--- src/rtl/stopwatch_pkg.sv ---
// Shared definitions for the stopwatch: FSM state encoding, BCD limit, divider helpers.
// No logic of its own; pure types, constants and elaboration-time functions.
// Not applicable (no datapath).
package stopwatch_pkg;

  typedef enum logic [1:0] {
    IDLE    = 2'd0,
    RUNNING = 2'd1,
    PAUSED  = 2'd2
  } state_e;

  localparam logic [3:0] BCD_MAX = 4'd9;

  // Clock cycles per tick; guarded so a zero tick rate cannot divide by zero.
  function automatic int unsigned calc_div(input int unsigned clock_freq,
                                           input int unsigned tick_freq);
    return (tick_freq == 0) ? 0 : clock_freq / tick_freq;
  endfunction

  // The divider must be an exact integer and at least 2.
  function automatic bit div_ok(input int unsigned clock_freq,
                                input int unsigned tick_freq);
    return (tick_freq != 0) && (clock_freq % tick_freq == 0) &&
           (clock_freq / tick_freq >= 2);
  endfunction

endpackage

--- src/rtl/bcd_digit_counter.sv ---
// One BCD digit (0-9) with synchronous clear and carry to the next digit.
// Digit updates on the edge where inc is high; carry_out is combinational.
// No backpressure; inc is a single-cycle enable from the previous stage.
module bcd_digit_counter
  import stopwatch_pkg::*;
(
  input  logic       clock,
  input  logic       reset,
  input  logic       clear,
  input  logic       inc,
  output logic [3:0] digit,
  output logic       carry_out
);

  logic [3:0] digit_q;
  logic [3:0] digit_d;

  // Next digit value: clear wins, otherwise wrap 9 -> 0 on increment.
  always_comb begin
    digit_d = digit_q;
    if (clear) begin
      digit_d = 4'd0;
    end else if (inc) begin
      digit_d = (digit_q == BCD_MAX) ? 4'd0 : digit_q + 4'd1;
    end
  end

  // Digit register with asynchronous active-low reset.
  always_ff @(posedge clock or negedge reset) begin
    if (!reset) begin
      digit_q <= 4'd0;
    end else begin
      digit_q <= digit_d;
    end
  end

  assign digit     = digit_q;
  assign carry_out = inc && (digit_q == BCD_MAX);

endmodule

--- src/rtl/stopwatch_timer.sv ---
// Stopwatch: prescaler makes a tick every DIV clocks while RUNNING; BCD chain counts ticks.
// Tick, count and overflow update on the same edge; first tick DIV edges after start.
// Level controls, priority clear > stop > start; stop on a terminal edge suppresses the tick.
module stopwatch_timer
  import stopwatch_pkg::*;
#(
  parameter int unsigned CLOCK_FREQ = 50000000,
  parameter int unsigned TICK_FREQ  = 100,
  parameter int unsigned NUM_DIGITS = 4
) (
  input  logic                    clock,
  input  logic                    reset,
  input  logic                    start,
  input  logic                    stop,
  input  logic                    clear,
  output logic                    running,
  output logic                    tick,
  output logic [4*NUM_DIGITS-1:0] count,
  output logic                    overflow
);

  localparam int unsigned DIV = calc_div(CLOCK_FREQ, TICK_FREQ);
  localparam int unsigned PW  = ($clog2(DIV) < 1) ? 1 : $clog2(DIV);
  localparam logic [PW-1:0] PS_LAST = PW'(DIV - 1);

  if (!div_ok(CLOCK_FREQ, TICK_FREQ)) begin : g_bad_div
    $error("stopwatch_timer: CLOCK_FREQ/TICK_FREQ must be an integer >= 2");
  end

  state_e          state_q, state_d;
  logic [PW-1:0]   presc_q, presc_d;
  logic            tick_q, tick_d;
  logic            running_q;
  logic            overflow_q, overflow_d;
  logic            terminal;
  logic            digit_clr;
  logic [NUM_DIGITS-1:0] carry;
  logic [NUM_DIGITS-1:0] inc;

  assign terminal  = (presc_q == PS_LAST);
  // Count is held at zero whenever the watch is idle, not just on the clear edge.
  assign digit_clr = clear || (state_q == IDLE);

  // Next state, prescaler, tick and sticky overflow; clear beats stop beats start.
  always_comb begin
    state_d    = state_q;
    presc_d    = presc_q;
    tick_d     = 1'b0;
    overflow_d = overflow_q;
    if (clear) begin
      state_d    = IDLE;
      presc_d    = '0;
      overflow_d = 1'b0;
    end else begin
      unique case (state_q)
        IDLE: begin
          presc_d = '0;
          if (!stop && start) state_d = RUNNING;
        end
        RUNNING: begin
          // Stop freezes the prescaler where it is, even at DIV-1.
          if (stop) begin
            state_d = PAUSED;
          end else if (terminal) begin
            presc_d = '0;
            tick_d  = 1'b1;
            if (carry[NUM_DIGITS-1]) overflow_d = 1'b1;
          end else begin
            presc_d = presc_q + PW'(1);
          end
        end
        PAUSED: begin
          if (!stop && start) state_d = RUNNING;
        end
        default: state_d = IDLE;
      endcase
    end
  end

  // Control registers; running is a registered decode of the next state.
  always_ff @(posedge clock or negedge reset) begin
    if (!reset) begin
      state_q    <= IDLE;
      presc_q    <= '0;
      tick_q     <= 1'b0;
      running_q  <= 1'b0;
      overflow_q <= 1'b0;
    end else begin
      state_q    <= state_d;
      presc_q    <= presc_d;
      tick_q     <= tick_d;
      running_q  <= (state_d == RUNNING);
      overflow_q <= overflow_d;
    end
  end

  // Ripple-enable chain: digit 0 advances on tick, each higher digit on the carry below.
  for (genvar g = 0; g < NUM_DIGITS; g++) begin : g_digit
    if (g == 0) begin : g_first
      assign inc[g] = tick_d;
    end else begin : g_rest
      assign inc[g] = carry[g-1];
    end
    bcd_digit_counter u_digit (
      .clock     (clock),
      .reset     (reset),
      .clear     (digit_clr),
      .inc       (inc[g]),
      .digit     (count[4*g +: 4]),
      .carry_out (carry[g])
    );
  end

  assign running  = running_q;
  assign tick     = tick_q;
  assign overflow = overflow_q;

endmodule

--- config.mk ---
export PLATFORM = sky130hd
export DESIGN_NAME = stopwatch_timer
export DESIGN_NICKNAME = d
export VERILOG_FILES = /design/src/rtl/stopwatch_pkg.sv /design/src/rtl/bcd_digit_counter.sv /design/src/rtl/stopwatch_timer.sv
export SDC_FILE = /design/constraint.sdc
export NUM_CORES = 1
export LEC_CHECK = 0
export ABC_AREA = 1
export CAP_MARGIN = 20
export CORE_MARGIN = 2
export CORE_UTILIZATION = 48
export DETAILED_ROUTE_END_ITERATION = 6
export PLACE_DENSITY_LB_ADDON = 0.3
export SYNTH_ARGS = -nofsm -noshare
export SYNTH_HDL_FRONTEND = slang
export SYNTH_SLANG_ARGS = --single-unit
--- constraint.sdc ---
create_clock -name clock -period 1.97 [get_ports clock]
set_input_delay 0.394 -clock clock [delete_from_list [all_inputs] [get_ports clock]]
set_output_delay 0.394 -clock clock [all_outputs]
set_load 0.01 [all_outputs]
Word level (Yosys, flattened, before mapping). Index checks and enable logic that the tools add are counted.

Bits of input ports: 5. Flip-flop bits (word level): 40. Output and inout bits: 19. Word-level logic and storage cells: 72.

Equal/unequal tests: 10. Add/subtract/negate cells: 5. Reduce and logical (&&, ||, !) cells: 19. Muxes and demuxes: 29.

Operators with widths (count): 19-bit 2-to-1 mux (3); 4-bit 2-to-1 mux (12); 19-bit case mux with 2 select lines (1); 19-bit by 1-bit adder with 19-bit output, second input constant (1); 19-bit equality test, second input constant (1); 4-bit by 1-bit adder with 4-bit output, second input constant (4); 4-bit equality test, second input constant (4); 2-bit nonzero test (7); 1-bit 2-to-1 mux (9); 2-bit 2-to-1 mux (3); 1-bit logical AND (5); 2-bit by 1-bit equality test with 1-bit output, second input constant (2); 2-bit case mux with 2 select lines (1); 4-bit AND reduction (1); 3-bit != test, second input constant (1); 3-bit nonzero test (1); 2-bit equality test, second input constant (1); 2-bit zero test (1); 2-bit by 1-bit != test with 1-bit output, second input constant (1); 2-bit AND reduction (1); 2-bit OR reduction (1); 1-bit zero test (1); 1-bit logical OR (1).

Longest topological paths before layout.
Depth after elaboration: 14. Mapped depth: 11. Gate-level depth less buffers: 11.

By module. From an unflattened synthesis, not the netlist that was laid out.

Cell total of the unflattened synthesis: 353. Area, all modules: 2486.1 µm².

Modules (own cells, without submodules): stopwatch_timer (times used 1, cells an instance 193, seq. area each 600.6 µm², area each 1425.1 µm²); bcd_digit_counter (times used 4, cells an instance 40, seq. area each 100.1 µm², area each 265.3 µm²).

Worst setup path before layout. Ideal clock, no wire load.

Path kind: register to register. From: register presc_q[0]. To: register g_digit[2].u_digit.digit_q[3]. Path slack: 0.381 ns. Period minus slack after synthesis: 1.589 ns. Stages on the path, launching flop included: 12. Data arrival time: 1.472 ns. Library setup time: 0.117 ns. Data required time: 1.853 ns. Path through: dfrtp_1 ha_1 nand3_1 inv_1 nand3_2 nor2_4 nand4_4 nor2_4 buf_6 nor2_1 nand2_1 nand2_1.

Cells in the longest elaborated chain, start to end: 8.

Ends and longest elaborated chain: start: declaration (RTL line stopwatch_timer.sv:31) `logic [PW-1:0] presc_q, presc_d;`; start signal: assignment (RTL line stopwatch_timer.sv:90) `presc_q <= presc_d;`; 19-bit equality test (RTL line stopwatch_timer.sv:40) `assign terminal = (presc_q == PS_LAST);`; 1-bit 2-to-1 mux (RTL line stopwatch_timer.sv:64) `end else if (terminal) begin`; 1-bit 2-to-1 mux (RTL line stopwatch_timer.sv:62) `if (stop) begin`; 1-bit 2-to-1 mux (RTL line stopwatch_timer.sv:55) `unique case (state_q)`; 1-bit 2-to-1 mux (RTL line stopwatch_timer.sv:50) `if (clear) begin`; 1-bit logical AND (2 in a row) (RTL line bcd_digit_counter.sv:38) `assign carry_out = inc && (digit_q == BCD_MAX);`; 2-bit nonzero test (no line); end signal: assignment (RTL line bcd_digit_counter.sv:33) `digit_q <= digit_d;`; end: declaration (RTL line bcd_digit_counter.sv:15) `logic [3:0] digit_q;`.

Every way passes these cells. A chain may end at the register's enable or synchronous reset.

Final worst setup path.
From: register presc_q[0]. To: register g_digit[3].u_digit.digit_q[2].

Cells in the longest elaborated chain, start to end: 9.

Ends and longest elaborated chain (RTL line): 19-bit equality test (stopwatch_timer.sv:40); 1-bit 2-to-1 mux (stopwatch_timer.sv:64); 1-bit 2-to-1 mux (stopwatch_timer.sv:62); 1-bit 2-to-1 mux (stopwatch_timer.sv:55); 1-bit 2-to-1 mux (stopwatch_timer.sv:50); 1-bit logical AND (3 in a row) (bcd_digit_counter.sv:38); 2-bit nonzero test (no line); end signal: assignment (bcd_digit_counter.sv:33); end: declaration (bcd_digit_counter.sv:15).

Every way passes these cells.

==> results.toml <==
[status]
outcome = "completed"

[setup_path]
cp-start-kind = "flop"
max_stage_delay_ps = 400
critPathSlowestCell = "dfrtp_1"
cp-end-kind = "flop"
crit_fanout = 6
critPathKind = "reg2reg"
cp_data_required_time_ps = 2160
cp_cell_sequence = "ha_1, nand3_1, inv_1, nand3_2, nor2_4, nand4_4, nor2_4, nand2_1, nand3_1, nand2_1"
worstPathArrival_ps = 1990

[clock_tree]
cts_hold_buf = 0
clock_sinks = 40
worstSkewPairLatency_ps = 290
tritoncts = "done"
cts_resized = 0
post_cts_buffers = 0
path_clk_slew_ps = 80
root_buffer = "clkbuf_8"
cts_inserted_buffers = 5
cts_buffer_depth = 2
cts-htree-levels = 2

[sta]
period_minus_slack_ps = 1810
maxSlewViolCount = 0
finalCritPeriodShare_pct = 91.6
worst_pin_slew_ps = 509
hold_viol = 0
fmax_mhz = 554
rsz0062_at_grt = "no"
setup_viol = 0
tns_ps = 0
skew_ps = 5.53
relSlewSlack_pct = 66.1

[grt]
grt_max_degree = 41
grt_overflow = 0
grt_pass1_vias = 1808
grt_pass1_wl_um = 8010
antenna_found_initial = 0
grt_usage_pct = 19.4

[final_layout]
nets = 346
post-route-cell-area_um2 = 2810
num_antenna_cells = 0
layoutNonFillerInstCount = 385
fillers = 388
finish.utilization_pct = 63.2
area_growth_pct = 24.0
final_layout_size_suffix_gt1_share_pct = 14.1

[detailed_routing]
num_vias = 1963
via_per_inst = 5.10
first_pass_iters = 4
final_antenna_net_count = 0
wl_per_cell_um = 12.0
remaining_drc_errors = 0
wirelength_um = 4610
drtIter0Drc = 128

[die]
core-area_um2 = 4440
die_y_um = 72.7
start_util_pct = 51.0
dieArea_um2 = 5290
die_w_um = 72.7
pin_count = 24
rows = 24

[run]
cap_violations = 0

[synthesis]
syn_nets = 298
synth_cells = 284
syn_area_per_cell_um2 = 7.98
syn_area_um2 = 2270
ys_warn_count = 0
yosysUniqueCellTypes = 29
ys_seq_area_share_pct = 44.2
ys_ff_latch = 40

[placement]
dp.cells = 377
post_dp_cell_area_um2 = 2690
hpwl_um = 3480
gp_congestion = 0.873
port_buffers = 23

[pwr]
p_per_area_nw_per_um2 = 569
ir_drop_mv = 0.431
p_leak_nw = 1.33

[min_path]
hold_class = "in2async"
==> state kept, by name, summed over array words and instances (netlist names) <==
signal,flops
tick,1
overflow,1
state_q,2
presc_q,19
g_digit.u_digit.digit,16
running,1
==> cell type report <==
type	count	area, um2	area share (%)
clock buffers	5	68.8	2.45
clock inverters	3	46.3	1.65
inverters	37	139	4.94
multi-input cells	204	1110	39.4
flip-flops and latches	40	1000	35.6
well taps	52	65.1	2.32
repair buffers	44	383	13.6
==> cells in the mapped netlist <==
cell,instances,area (um2)
nor3_1,13,65.1
dfrtp_1,40,1000
nand2_4,1,11.3
ha_1,9,113
xnor2_1,2,17.5
a21oi_2,1,8.76
nor3_2,1,10.0
clkbuf_1,1,3.75
o21ai_0,13,65.1
nand3_1,25,125
nand3_2,2,20.0
o21ai_4,1,16.3
inv_2,4,15.0
o21ai_1,2,10.0
nand4_1,9,56.3
o21ba_2,1,10.0
nor2_1,36,135
xor2_1,9,78.8
nor3b_1,2,15.0
inv_1,33,124
nor2_4,2,22.5
nand2_1,60,225
nand4_4,1,21.3
a21o_1,2,15.0
a21oi_1,8,40.0
nor2_2,3,18.8
buf_6,1,11.3
o22ai_1,1,6.26
buf_2,1,5.00
==> worst paths after layout <==
check	from	end	slack [ps]	cells past startpoint
worst max-delay path	presc_q[0]	g_digit[3].u_digit.digit[2]	160	10
worst min-delay path	reset	g_digit[2].u_digit.digit[2]	150	2
worst max register to register	presc_q[0]	g_digit[3].u_digit.digit[2]	160	10
worst min register to register	presc_q[1]	presc_q[1]	530	2
max in group asynchronous	reset	presc_q[16]	1470	2
min in group clock	presc_q[1]	presc_q[1]	530	2
==> layout by cell type (no fill, tap or decap) <==
| cell type | instances |
|---|---|
| o21ba_2 | 1 |
| bufinv_16 | 1 |
| xor2_1 | 9 |
| nand3_2 | 2 |
| o22ai_1 | 1 |
| xnor2_1 | 2 |
| clkdlybuf4s50_1 | 22 |
| a21o_1 | 2 |
| inv_2 | 4 |
| nor3_2 | 1 |
| nand3_1 | 25 |
| nand2_1 | 60 |
| nor2_4 | 2 |
| o21ai_1 | 2 |
| inv_1 | 33 |
| dfrtp_1 | 40 |
| o21ai_0 | 13 |
| buf_4 | 21 |
| inv_6 | 1 |
| nor2_2 | 3 |
| a21oi_1 | 8 |
| a21oi_2 | 1 |
| nor2_1 | 36 |
| o21ai_4 | 1 |
| clkinvlp_4 | 1 |
| nand4_4 | 1 |
| nand4_1 | 9 |
| clkbuf_8 | 5 |
| buf_2 | 1 |
| nor3_1 | 13 |
| ha_1 | 9 |
| nand2_4 | 1 |
| nor3b_1 | 2 |
==> power by group <==
group          switching [mW]  leakage [nW]  internal, mW
combinational          0.0537         0.715        0.0319
sequential            0.00420         0.557         0.824
clock                   0.304        0.0548         0.382
total                   0.362          1.33          1.24
==> critical path: cells and delay by family, from the launching register on <==
kind,cells,cell delay (ps)
adder cells (fa/ha/maj),1,220
AND/OR/NAND/NOR,8,970
buffers and inverters,1,130
flip-flops,1,400
==> stage by stage <==
stage                     hold slack [ps]  total power [mW]  setup slack [ps]
after global routing                  201              1.66              5.36
after CTS                             168              1.62               159
final                                 147              1.60               165
after global placement                481             0.931             -31.2
after floorplan                      98.4             0.878               381
after detailed placement              488             0.932             -40.8
==> metal layers <==
metal	track usage, %	routed length [um]	up-vias
li1	-	-	1019
met1	26.7	2220	905
met2	31.5	2180	37
met3	4.14	185	2
met4	4.94	23	0
met5	0	0	-
==> cell families (layout without fill, tap and decap cells) <==
family | Yosys count | count (layout) | share of synthesized area (%)
compound gates | 29 | 29 | 7.57
xor+xnor | 11 | 11 | 4.25
fa+ha+maj | 9 | 9 | 4.97
buf+inv | 40 | 89 | 7.01
flops | 40 | 40 | 44.2
simple gates | 155 | 155 | 32.0
Note: power is estimated with default switching activity, not from simulation.
